===== config.mk =====
export PLATFORM = sky130hd
export DESIGN_NAME = ras_predictor_flat
export DESIGN_NICKNAME = d
export VERILOG_FILES = /design/src/rtl/ras_pkg.sv /design/src/rtl/ras_predictor_if.sv /design/src/rtl/ras_storage.sv /design/src/rtl/ras_predictor.sv /design/src/flat_wrapper.sv
export SDC_FILE = /design/constraint.sdc
export NUM_CORES = 1
export LEC_CHECK = 0
export CORE_ASPECT_RATIO = 0.7
export CORE_MARGIN = 5
export CORE_UTILIZATION = 55
export CTS_CLUSTER_DIAMETER = 60
export DETAILED_ROUTE_END_ITERATION = 7
export GPL_TIMING_DRIVEN = 1
export PLACE_DENSITY = 0.76
export SLEW_MARGIN = 20
export SYNTH_ARGS = -nofsm -noshare
export SYNTH_HDL_FRONTEND = slang
export SYNTH_HIERARCHICAL = 1
export SYNTH_SLANG_ARGS = --single-unit

===== constraint.sdc =====
create_clock -name CLK -period 2.8 [get_ports CLK]
set_input_delay 0.84 -clock CLK [delete_from_list [all_inputs] [get_ports CLK]]
set_output_delay 0.84 -clock CLK [all_outputs]
set_load 0.005 [all_outputs]

===== src/rtl/ras_pkg.sv =====
// Shared definitions for the return-address stack: link offset, pointer-width helper
// and the checkpoint record the branch unit stores per in-flight branch.
package ras_pkg;

   localparam int unsigned RAS_LINK_OFFSET = 8;

   function automatic int unsigned ras_ptr_w(input int unsigned depth);
      return $clog2(depth);
   endfunction

   localparam int unsigned RAS_DEPTH = 16;
   localparam int unsigned RAS_PTR_W = ras_ptr_w(RAS_DEPTH);

   typedef struct packed {
      logic [RAS_PTR_W-1:0] ptr;
      logic [RAS_PTR_W:0]   count;
   } ras_ckpt_t;

endpackage


===== src/rtl/ras_predictor_if.sv =====
// Fetch/decode-side bundle of the return-address stack: push, pop, recover and the
// registered prediction plus checkpoint outputs.
interface ras_predictor_if #(
   parameter int unsigned DEPTH  = 16,
   parameter int unsigned ADDR_W = 32,
   parameter int unsigned PTR_W  = $clog2(DEPTH)
);
   logic              push_valid;
   logic [ADDR_W-1:0] push_pc;
   logic              pop_valid;
   logic              recover_valid;
   logic [PTR_W-1:0]  recover_ptr;
   logic [PTR_W:0]    recover_count;
   logic              pred_valid;
   logic [ADDR_W-1:0] pred_pc;
   logic [PTR_W-1:0]  ckpt_ptr;
   logic [PTR_W:0]    ckpt_count;
   logic              empty;
   logic              full;

   modport master (
      output push_valid, push_pc, pop_valid, recover_valid, recover_ptr, recover_count,
      input  pred_valid, pred_pc, ckpt_ptr, ckpt_count, empty, full
   );

   modport slave (
      input  push_valid, push_pc, pop_valid, recover_valid, recover_ptr, recover_count,
      output pred_valid, pred_pc, ckpt_ptr, ckpt_count, empty, full
   );
endinterface


===== src/rtl/ras_storage.sv =====
// DEPTH x ADDR_W register file: one synchronous write port, one combinational read port,
// all entries cleared by the asynchronous reset.
module ras_storage #(
   parameter int unsigned DEPTH  = 16,
   parameter int unsigned ADDR_W = 32,
   parameter int unsigned PTR_W  = $clog2(DEPTH)
) (
   input  logic              CLK,
   input  logic              RESET,
   input  logic              we,
   input  logic [PTR_W-1:0]  waddr,
   input  logic [ADDR_W-1:0] wdata,
   input  logic [PTR_W-1:0]  raddr,
   output logic [ADDR_W-1:0] rdata
);
   logic [ADDR_W-1:0] mem_q [DEPTH];

   always_ff @(posedge CLK or negedge RESET) begin
      if (!RESET) begin
         for (int i = 0; i < int'(DEPTH); i++) begin
            mem_q[i] <= '0;
         end
      end else if (we) begin
         mem_q[waddr] <= wdata;
      end
   end

   assign rdata = mem_q[raddr];
endmodule


===== src/rtl/ras_predictor.sv =====
// Return-address stack with circular overwrite on overflow and pointer checkpoint/restore;
// holds the ptr/count control, recover/push/pop priority and the prediction registers.
module ras_predictor
   import ras_pkg::*;
#(
   parameter int unsigned DEPTH  = 16,
   parameter int unsigned ADDR_W = 32,
   parameter int unsigned PTR_W  = ras_ptr_w(DEPTH)
) (
   input logic             CLK,
   input logic             RESET,
   ras_predictor_if.slave  ras
);
   localparam logic [PTR_W:0] DepthC = (PTR_W+1)'(DEPTH);

   logic [PTR_W-1:0]  ptr_q, ptr_d, top_ptr, waddr;
   logic [PTR_W:0]    count_q, count_d;
   logic              pred_valid_q, pred_valid_d;
   logic [ADDR_W-1:0] pred_pc_q, pred_pc_d, link, top_data;
   logic              we, has_entry;

   assign top_ptr   = ptr_q - 1'b1;
   assign link      = ras.push_pc + ADDR_W'(RAS_LINK_OFFSET);
   assign has_entry = (count_q != '0);

   ras_storage #(
      .DEPTH  (DEPTH),
      .ADDR_W (ADDR_W),
      .PTR_W  (PTR_W)
   ) u_storage (
      .CLK   (CLK),
      .RESET (RESET),
      .we    (we),
      .waddr (waddr),
      .wdata (link),
      .raddr (top_ptr),
      .rdata (top_data)
   );

   always_comb begin
      ptr_d        = ptr_q;
      count_d      = count_q;
      pred_valid_d = 1'b0;
      pred_pc_d    = pred_pc_q;
      we           = 1'b0;
      waddr        = ptr_q;
      if (ras.recover_valid) begin
         ptr_d   = ras.recover_ptr;
         count_d = (ras.recover_count > DepthC) ? DepthC : ras.recover_count;
      end else begin
         if (ras.pop_valid && has_entry) begin
            pred_valid_d = 1'b1;
            pred_pc_d    = top_data;
         end
         // Push+pop with a live top replaces the top in place: net depth unchanged.
         if (ras.push_valid && ras.pop_valid && has_entry) begin
            we    = 1'b1;
            waddr = top_ptr;
         end else if (ras.push_valid) begin
            we      = 1'b1;
            ptr_d   = ptr_q + 1'b1;
            count_d = (count_q == DepthC) ? count_q : count_q + 1'b1;
         end else if (ras.pop_valid && has_entry) begin
            ptr_d   = top_ptr;
            count_d = count_q - 1'b1;
         end
      end
   end

   always_ff @(posedge CLK or negedge RESET) begin
      if (!RESET) begin
         ptr_q        <= '0;
         count_q      <= '0;
         pred_valid_q <= 1'b0;
         pred_pc_q    <= '0;
      end else begin
         ptr_q        <= ptr_d;
         count_q      <= count_d;
         pred_valid_q <= pred_valid_d;
         pred_pc_q    <= pred_pc_d;
      end
   end

   assign ras.pred_valid = pred_valid_q;
   assign ras.pred_pc    = pred_pc_q;
   assign ras.ckpt_ptr   = ptr_q;
   assign ras.ckpt_count = count_q;
   assign ras.empty      = (count_q == '0);
   assign ras.full       = (count_q == DepthC);
endmodule


===== src/flat_wrapper.sv =====
// flat-port wrapper written by rule: the top's interface ports become plain ports
module ras_predictor_flat import ras_pkg::*;
#(
   parameter int unsigned DEPTH  = 16,
   parameter int unsigned ADDR_W = 32,
   parameter int unsigned PTR_W  = ras_ptr_w(DEPTH)
)
  (CLK, RESET, ras_push_valid, ras_push_pc, ras_pop_valid, ras_recover_valid, ras_recover_ptr, ras_recover_count, ras_pred_valid, ras_pred_pc, ras_ckpt_ptr, ras_ckpt_count, ras_empty, ras_full);
  ras_predictor_if #(.DEPTH(DEPTH), .ADDR_W(ADDR_W), .PTR_W(PTR_W)) ras_i ();
  input logic CLK;
  input logic RESET;
  input wire logic [$bits(ras_i.push_valid)-1:0] ras_push_valid;
  input wire logic [$bits(ras_i.push_pc)-1:0] ras_push_pc;
  input wire logic [$bits(ras_i.pop_valid)-1:0] ras_pop_valid;
  input wire logic [$bits(ras_i.recover_valid)-1:0] ras_recover_valid;
  input wire logic [$bits(ras_i.recover_ptr)-1:0] ras_recover_ptr;
  input wire logic [$bits(ras_i.recover_count)-1:0] ras_recover_count;
  output wire logic [$bits(ras_i.pred_valid)-1:0] ras_pred_valid;
  output wire logic [$bits(ras_i.pred_pc)-1:0] ras_pred_pc;
  output wire logic [$bits(ras_i.ckpt_ptr)-1:0] ras_ckpt_ptr;
  output wire logic [$bits(ras_i.ckpt_count)-1:0] ras_ckpt_count;
  output wire logic [$bits(ras_i.empty)-1:0] ras_empty;
  output wire logic [$bits(ras_i.full)-1:0] ras_full;
  assign ras_i.push_valid = ras_push_valid;
  assign ras_i.push_pc = ras_push_pc;
  assign ras_i.pop_valid = ras_pop_valid;
  assign ras_i.recover_valid = ras_recover_valid;
  assign ras_i.recover_ptr = ras_recover_ptr;
  assign ras_i.recover_count = ras_recover_count;
  assign ras_pred_valid = ras_i.pred_valid;
  assign ras_pred_pc = ras_i.pred_pc;
  assign ras_ckpt_ptr = ras_i.ckpt_ptr;
  assign ras_ckpt_count = ras_i.ckpt_count;
  assign ras_empty = ras_i.empty;
  assign ras_full = ras_i.full;
  ras_predictor #(.DEPTH(DEPTH), .ADDR_W(ADDR_W), .PTR_W(PTR_W)) u_core (.CLK(CLK), .RESET(RESET), .ras(ras_i));
endmodule

Word-level counts from Yosys, hierarchy flattened
Index checks and enable logic that the tools add are counted.

cells by class
  $add $sub $neg = 5
  muxes and demuxes = 23
  bitwise operators = 3
  $lt $le $gt $ge = 4
  eq/ne operators = 3
  reduce and logical (&&, ||, !) cells = 10

operators with widths
  cell                                                         number
  bitwise mux 512 bit                                          1
  binary-select mux 32 bit (select 4 bit)                      1
  demux 32 bit (select 4 bit)                                  1
  two-way mux 32 bit                                           3
  adder 32 x 4 -> 32 bit (second input constant)               1
  two-way mux 5 bit                                            6
  two-way mux 4 bit                                            6
  greater-or-equal comparator 5 bit (second input constant)    2
  NOT 4 -> 5 bit                                               2
  adder 5 x 1 -> 5 bit (second input constant)                 1
  == test 5 bit (second input constant)                        1
  greater-than comparator 5 bit (second input constant)        1
  logical NOT 5 bit                                            1
  less-than comparator 5 x 1 -> 1 bit (second input constant)  1
  two-way mux 1 bit                                            5
  nonzero test 5 bit                                           1
  subtractor 5 x 1 -> 5 bit (second input constant)            1
  adder 4 x 1 -> 4 bit (second input constant)                 1
  logical AND 1 bit                                            4
  AND reduction 2 bit                                          2
  subtractor 4 x 1 -> 4 bit (second input constant)            1
  != test 3 bit (second input constant)                        1
  AND reduction 3 bit                                          1
  nonzero test 3 bit                                           1
  2 further kinds                                              2

word-level totals
  output and inout port bits = 44
  register bits = 554
  word-level logic and storage cells = 68

Longest topological paths before layout
Gate-level depths: netlist of the first run.

  word-level depth = 10
  mapped depth = 10

By module
The synthesis of the first run kept the hierarchy.

modules (own cells, without submodules)
  module         instances  area each (um^2)  cells each
  ras_storage    1          22,774.3          1,404
  ras_predictor  1          2,534.9           242

Worst setup path after synthesis of the first run
No wires, ideal clock.

  path kind = input-to-reg
  from = input ras_push_valid
  to = register u_core/u_storage/mem_q[65] (netlist bit)
  slack = -600 ps
  data arrival time = 3,275 ps
  cell stages on the path = 9
  cells stage by stage = buf_2 -> inv_1 -> nor3_1 -> nand2_1 -> xnor2_1 -> nand2_1 -> nor3_1 -> buf_2 -> mux2_2

on the way
  word-level cells in the longest chain between the ends = 10

RTL lines
  element                                                                                                                RTL line             text
  start, declared                                                                                                        flat_wrapper.sv:12   input wire logic [$bits(ras_i.push_valid)-1:0] ras_push_valid;
  logical AND 1 bit * (2 in series)                                                                                      ras_predictor.sv:56  if (ras.push_valid && ras.pop_valid && has_entry) begin
  two-way mux 4 bit *                                                                                                    ras_predictor.sv:56
  two-way mux 4 bit *                                                                                                    ras_predictor.sv:47  if (ras.recover_valid) begin
  named net u_core.waddr[2]                                                                                              ras_predictor.sv:16  logic [PTR_W-1:0] ptr_q, ptr_d, top_ptr, waddr;
  NOT 4 -> 5 bit (not written as such) *                                                                                 ras_storage.sv:24    mem_q[waddr] <= wdata;
  greater-or-equal comparator 5 bit (not written as such) / less-than comparator 5 x 1 -> 1 bit (equally long branches)  ras_storage.sv:24
  logical AND 1 bit (not written as such)                                                                                ras_storage.sv:24
  two-way mux 32 bit (not written as such)                                                                               ras_storage.sv:24
  demux 32 bit (select 4 bit) *                                                                                          ras_storage.sv:24
  bitwise mux 512 bit *                                                                                                  ras_storage.sv:24
  end signal, assigned by index                                                                                          ras_storage.sv:24
  end, declared                                                                                                          ras_storage.sv:16    logic [ADDR_W-1:0] mem_q [DEPTH];

The timed path passes the listed nets; every way through them passes the cells marked *.
A chain may end at the register's enable or synchronous reset.

Final worst setup path of the first run
  from = register u_core.count_q[1] (netlist: u_core/ras.ckpt_count[1])
  to = register u_core/u_storage/mem_q[468] (netlist bit)

on the way
  word-level cells in the longest chain between the ends = 10

RTL lines
  element                                                                                                                RTL line             text
  start, declared                                                                                                        ras_predictor.sv:17  logic [PTR_W:0] count_q, count_d;
  start signal, assigned                                                                                                 ras_predictor.sv:78  count_q <= count_d;
  nonzero test 5 bit *                                                                                                   ras_predictor.sv:24  assign has_entry = (count_q != '0);
  logical AND 1 bit *                                                                                                    ras_predictor.sv:56
  two-way mux 4 bit *                                                                                                    ras_predictor.sv:56
  two-way mux 4 bit *                                                                                                    ras_predictor.sv:47
  named net u_core.waddr[3]                                                                                              ras_predictor.sv:16
  NOT 4 -> 5 bit (not written as such) *                                                                                 ras_storage.sv:24
  greater-or-equal comparator 5 bit (not written as such) / less-than comparator 5 x 1 -> 1 bit (equally long branches)  ras_storage.sv:24
  logical AND 1 bit (not written as such)                                                                                ras_storage.sv:24
  two-way mux 32 bit (not written as such)                                                                               ras_storage.sv:24
  demux 32 bit (select 4 bit) *                                                                                          ras_storage.sv:24
  bitwise mux 512 bit *                                                                                                  ras_storage.sv:24

Marked as above.

==> flow_summary.yaml, run 1 <==
run_status:
  status: "complete, but fails checks"
  violations: "negative setup slack"
sta:
  finClkSkew_ns: 0.0122
  slew_violations: 0
  finalSetupViolCount: 511
  hold_violations: 0
  rsz0062_at_grt: "yes"
  fmax_ghz: 0.325
  min_period_ns: 3.08
  finalCritPeriodShare_pct: 110
  tightest_slew_ns: 1.13
  slew-limit-headroom_pct: 24.2
  fin_ws_ns: -0.278
die:
  core_sq_mm: 0.0453
  die-area_sq_mm: 0.0505
  die_x_microns: 266
  io_pins: 90
  fp.dieH_microns: 189
  fp-row-count: 65
  start_util_pct: 55.9
run:
  maxCapViolCount: 0
placement:
  dp_hpwl_microns: 38700
  io_buffers: 89
  place_congestion: 0.804
synth:
  synthMuxAreaShare_pct: 35.9
  synth_fa_ha_area_share_pct: 0.376
  synth_top_cell_by_area: "dfrtp_1"
  yosysMostFrequentCell: "dfrtp_1"
  synth_compound_gate_area_share_pct: 2.44
  synth_area_sq_mm: 0.0253
  ys_seq_elements: 554
  synth-simple-area-share_pct: 2.69
  async_reset_ff_share_pct: 100
  synth_top_family_by_area: "multiplexers"
  syn-instance-count: 1646
  synth_top_area_share_pct: 54.8
  synthDistinctLibCells: 46
  synth_flop_cell: "dfrtp_1"
  synth_fp_nets: 1699
  synth_common_cells: "dfrtp_1, mux2_2, mux4_2, clkbuf_1, a22oi_1"
  yosys_warnings: 6
  synth_edf_count: 0
  synth_seq_area_share_pct: 54.8
  avgSynthCellArea_sq_um: 15.4
  synth.area.top_cells: "dfrtp_1, mux2_2, mux4_2"
  synth-xor-area-share_pct: 1.32
global_routing:
  first_global_vias: 17200
  grt_first_pass_wirelength_microns: 109000
  grt_start_max_net_pins: 76
  grt_antenna_before_repair: 0
  grtUsageTotal_pct: 28.6
  gr-total-overflow: 0
clock_network:
  cts_tree: "built"
  cts-htree-levels: 2
  cts_root_buffer: "clkbuf_16"
  clock_latency_ns: 0.58
  cts_made_buffers: 52
  cts.sinks: 554
  clk_pin_slew_ns: 0.07
  cts_hold_buf: 0
  clk_path_buf_depth: 3
pwr:
  cellPowerDensity_mw_per_mm2: 980
  power_leakage_nw: 14.5
  total_power_w: 0.0319
  vdd.ir_drop.worst_mv: 0.607
final_layout:
  utilization_pct: 71.9
  syn2layout_area_growth_pct: 28.6
  drive_gt1_share_pct: 53.9
  fin_nets: 1955
hold_path:
  min_path_type: "input pin to asynchronous set/reset pin"
critical_path:
  cp_data_required_time_ns: 3.26
  critPathArrivalTime_ns: 3.54
  criticalPathCategory: "flop to flop"
  critPathMaxFanout: 9
  rrSetupSlack_ns: -0.28
  start_kind: "flop"
  cp-end-kind: "flop"
routing:
  first_pass_iters: 5
  vias_per_cell: 6.39
  wl_per_cell_microns: 29.9
  ant_nets: 0
  drt_wl_total_microns: 76000
  num_vias: 16300
  drc: 0
  drt_iter0_markers: 1742
==> layout make-up <==
cell class | instances | area [sq um]
repair buffers | 337 | 4480
flip-flops and latches | 554 | 13900
fillers | 2710 | 12700
multi-input cells | 947 | 11700
well taps | 603 | 754
clock inverters | 15 | 151
clock buffers | 78 | 1550
diodes | 1 | 2.50
inverters | 10 | 50.0
==> path summary, 6_finish.rpt <==
check,from,end,depth (start not counted)
max,u_core/ras.ckpt_count[1],u_core/u_storage/mem_q[468],12
min,RESET,u_core/u_storage/mem_q[69],1
max reg2reg,u_core/ras.ckpt_count[1],u_core/u_storage/mem_q[468],12
min reg2reg,u_core/u_storage/mem_q[422],u_core/u_storage/mem_q[422],1
max in group asynchronous,RESET,u_core/u_storage/mem_q[172],3
min in group CLK,u_core/u_storage/mem_q[422],u_core/u_storage/mem_q[422],1
==> cells in the final DEF, fill, tap and decap left out, types with 3 or more instances in the layout <==
cell | netlist | final
mux2_1 | 7 | 6
mux4_2 | 128 | 128
clkbuf_16 | 0 | 64
ha_1 | 6 | 6
xnor2_1 | 26 | 21
nor2_4 | 0 | 8
nor3_2 | 0 | 3
mux2_2 | 539 | 389
dlygate4sd2_1 | 0 | 4
clkdlybuf4s50_1 | 0 | 84
inv_1 | 10 | 7
and3_1 | 3 | 3
buf_4 | 0 | 100
and2_1 | 4 | 3
nor3_4 | 0 | 5
nand4_1 | 5 | 5
xnor2_4 | 0 | 3
nand2b_4 | 0 | 3
and4_1 | 3 | 3
dfrtp_1 | 554 | 554
clkbuf_1 | 68 | 11
buf_12 | 0 | 76
clkbuf_8 | 0 | 15
xor2_1 | 12 | 11
nand3b_1 | 3 | 3
a21oi_1 | 5 | 4
nor2_1 | 19 | 11
mux2_4 | 0 | 151
buf_8 | 0 | 5
nand2_1 | 59 | 57
buf_16 | 0 | 20
buf_6 | 3 | 36
clkinv_2 | 0 | 8
nand3_1 | 16 | 13
a22oi_1 | 64 | 64
o21ai_0 | 6 | 6
==> through the flow <==
| stage | worst slack [ns] | setup TNS (ns) | std cells | hold WS, ns | cell area (sq um) |
|---|---|---|---|---|---|
| 3_3_place_gp | -0.693 | -290.59 | 2371 | 0.463 | 28600 |
| 5_1_grt | -0.347 | -101.20 | 2544 | 0.176 | 32600 |
| 2_1_floorplan | -0.107 | -9.98 | 1646 | 0.453 | 25400 |
| 6_report | -0.278 | -75.56 | 2545 | 0.168 | 32600 |
| 4_1_cts | -0.126 | -13.37 | 2530 | 0.158 | 31900 |
| 3_5_place_dp | -0.692 | -300.27 | 2371 | 0.474 | 28600 |
==> flip-flops by register name (all words and copies together), names as in the netlist <==
signal / flops
u_core/ras.ckpt_ptr: 4
u_core/u_storage/mem_q: 512
u_core/ras.pred_pc: 32
u_core/ras.ckpt_count: 5
u_core/ras.pred_valid: 1
==> where the power goes <==
part / internal (W) / switching (W)
Sequential: 0.0116 / 0.00203
Clock: 0.00401 / 0.00315
Combinational: 0.00687 / 0.00423
==> repair_timing <==
item,in CTS,in global routing
cloned,23,13
setup buffers,45,8
gates resized for setup,181,96
endpoints found under the setup margin,513,479
pin swaps,13,13
==> kinds of logic after synthesis <==
family / after synthesis
buf+inv: 145
compound gates: 84
mux: 677
flops: 554
simple gates: 141
xor+xnor: 38
fa+ha+maj: 7
==> worst max-delay path, stage by stage, from the launching register on <==
cell and delay [ns]:
dfrtp_1 0.39, or4_4 0.58, o21ai_4 0.21, nor3_4 0.09
nand2_2 0.13, xnor2_4 0.10, buf_6 0.13, buf_6 0.11
nand3b_1 0.20, nor3_2 0.28, buf_4 0.23, buf_12 0.15
mux2_2 0.34
==> per-layer routing <==
| layer | GRT usage (%) | wire length, microns |
|---|---|---|
| met5 | 0 | 0 |
| met4 | 9.00 | 3120 |
| met3 | 9.03 | 7160 |
| met2 | 43.9 | 35000 |
| met1 | 39.6 | 30700 |
No activity file was read; power rests on OpenSTA's default activity.
==> run 2: changes to the inputs <==
--- a/config.mk
+++ b/config.mk
@@ -6,12 +6,14 @@
 export NUM_CORES = 1
 export LEC_CHECK = 0
 export CORE_ASPECT_RATIO = 0.7
-export CORE_MARGIN = 5
+export CORE_MARGIN = 10
 export CORE_UTILIZATION = 55
 export CTS_CLUSTER_DIAMETER = 60
 export DETAILED_ROUTE_END_ITERATION = 7
 export GPL_TIMING_DRIVEN = 1
+export HOLD_SLACK_MARGIN = 0.12
 export PLACE_DENSITY = 0.76
+export SKIP_LAST_GASP = 1
 export SLEW_MARGIN = 20
 export SYNTH_ARGS = -nofsm -noshare
 export SYNTH_HDL_FRONTEND = slang
==> run 2 against run 1 <==
  * The flow still finishes with violations (negative setup slack)
  * Sequential share of layout area rose by 0.15 points
  * Total power rose by 0.71%
  * First-iteration DRC count decreased by 14%
  * Combinational power hardly changed
  * Sequential cell count did not move
  * Die area is 9.2% higher
  * Cell area fell by 0.35%
  * Setup slack better by 0.14 ns
  * Clock power grew 2%
  * Core utilization shrank 0.25 points
  * Hold slack got worse by 0.019 ns
  * Highest routed layer unchanged
==> flow_summary.yaml, run 2 (synthesized netlist as in run 1, its figures left out) <==
final_layout:
  multi_input_area_sq_mm: 0.0119
  syn2layout_area_growth_pct: 28.2
  final_cell_mix: "dfrtp_1, mux2_2, mux2_4"
  diodes: 0
  largest-register: "u_core/u_storage/mem_q"
  drive_gt1_share_pct: 53.5
  mostFrequentLayoutCell: "dfrtp_1"
  fin_nets: 1927
  seq_area_sq_mm: 0.0139
  largest_reg_flops: 512
  num-fill-cells: 2662
sta:
  finalSetupViolCount: 481
  min_period_ns: 2.94
  fmax_ghz: 0.340
  fin_ws_ns: -0.137
  rsz0062_at_grt: "yes"
  tightest_slew_ns: 1.20
  final.setup.tns_ns: -32.70
  finClkSkew_ns: 0.0133
  slew-limit-headroom_pct: 19.9
  finalCritPeriodShare_pct: 105
  hold_violations: 0
  slew_violations: 0
pwr:
  power_leakage_nw: 14.5
  vdd.ir_drop.worst_mv: 0.673
  cellPowerDensity_mw_per_mm2: 990
  total_power_w: 0.0321
critical_path:
  criticalPathCategory: "flop to flop"
  cp_data_required_time_ns: 3.26
  crit_buf_inv: 3
  r2r-start: "u_core/ras.ckpt_count[1]"
  critPathArrivalTime_ns: 3.40
  critPathTopFamily: "simple AND/OR/NAND/NOR gates"
  path_cells: "or4_4 -> o21ai_4 -> nor3_4 -> buf_6 -> xnor2_4 -> nand3b_1 -> nor3_4 -> buf_12 -> buf_12 -> mux2_2"
  startpoint: "u_core/ras.ckpt_count[1]"
  crit_path_top_delay_cell: "or4_4"
  cp.depth: 10
  cp-end-kind: "flop"
  critPathMaxStageDelay_ns: 0.56
  rr_worst_depth: 10
  critPathMaxFanout: 13
  start_kind: "flop"
placement:
  io_buffers: 89
  place_congestion: 0.807
  place_ws_ns: -0.659
  dp_hpwl_microns: 38900
routing:
  drc: 0
  vias_per_cell: 6.33
  wl_per_cell_microns: 29.2
  first_pass_iters: 7
  drt_iter0_markers: 1506
  num_vias: 15900
  drt_wl_total_microns: 73400
  ant_nets: 0
die:
  die-area_sq_mm: 0.0551
  die_x_microns: 276
  start_util_pct: 55.9
  fp-row-count: 65
  io_pins: 90
  core_sq_mm: 0.0453
  fp.dieH_microns: 199
clock_network:
  cts.sinks: 554
  clk_pin_slew_ns: 0.07
  cts_hold_buf: 0
  cts_root_buffer: "clkbuf_16"
  cts-htree-levels: 2
  clk_path_buf_depth: 3
  cts_tree: "built"
  cts_made_buffers: 53
  clock_latency_ns: 0.58
global_routing:
  grt_start_max_net_pins: 99
  first_global_vias: 16400
  gr-total-overflow: 0
  grt_first_pass_wirelength_microns: 99500
  grtUsageTotal_pct: 23.2
  grt_antenna_before_repair: 0
run:
  maxCapViolCount: 0
run_status:
  status: "complete, but fails checks"
  violations: "negative setup slack"
hold_path:
  min_path_type: "input pin to asynchronous set/reset pin"
run 2: worst paths after layout:
check	to	slack [ns]
max	u_core/u_storage/mem_q[470]	-0.14
min	u_core/ras.ckpt_count[1]	0.15
max reg2reg	u_core/u_storage/mem_q[470]	-0.14
min reg2reg	u_core/u_storage/mem_q[325]	0.50
max in group asynchronous	u_core/u_storage/mem_q[122]	1.70
min in group CLK	u_core/u_storage/mem_q[325]	0.50
run 2: per-layer routing:
layer	GRT usage, %	routed length [microns]	vias up
met5	0	0	-
met4	5.69	1890	0
met3	3.29	6050	157
met2	38.8	34900	682
met1	31.8	30600	8531
li1	-	-	6559
run 2: metrics by stage:
stage / cells / hold WS, ns / util, % / area (sq um)
floorplan: 1646 / 0.453 / - / 25400
CTS: 2481 / 0.165 / 67.9 / 30800
finish: 2516 / 0.150 / 71.6 / 32400
global placement: 2363 / 0.463 / 62.9 / 28500
global route: 2516 / 0.160 / 71.6 / 32400
detailed placement: 2363 / 0.475 / 62.9 / 28500
run 2: final cells by class:
type | count | area share [%]
flip-flops and latches | 554 | 42.7
repair buffers | 308 | 12.6
inverters | 10 | 0.162
clock buffers | 77 | 4.83
multi-input cells | 947 | 36.8
clock inverters | 17 | 0.575
well taps | 603 | 2.33
run 2: worst register-to-register path, delay by kind of cell, from the launching register on:
kind / cells / cell delay (ns)
simple gates: 4 / 1.12
buf+inv: 3 / 0.49
flops: 1 / 0.40
mux: 1 / 0.37
xor+xnor: 1 / 0.25
compound gates: 1 / 0.20
run 2: power breakdown:
group	switching (W)	internal (W)	leakage [nW]	total, W
Sequential	0.00203	0.0116	7.09	0.0136
Combinational	0.00417	0.00704	6.53	0.0112
Clock	0.00318	0.00409	0.862	0.00727
run 2: repair_timing:
item | 4_1_cts | 5_1_grt
gates cloned | 9 | 26
pin swaps | 10 | 12
setup endpoints to repair | 513 | 483
resized for setup | 31 | 259
buffers inserted | 15 | 10
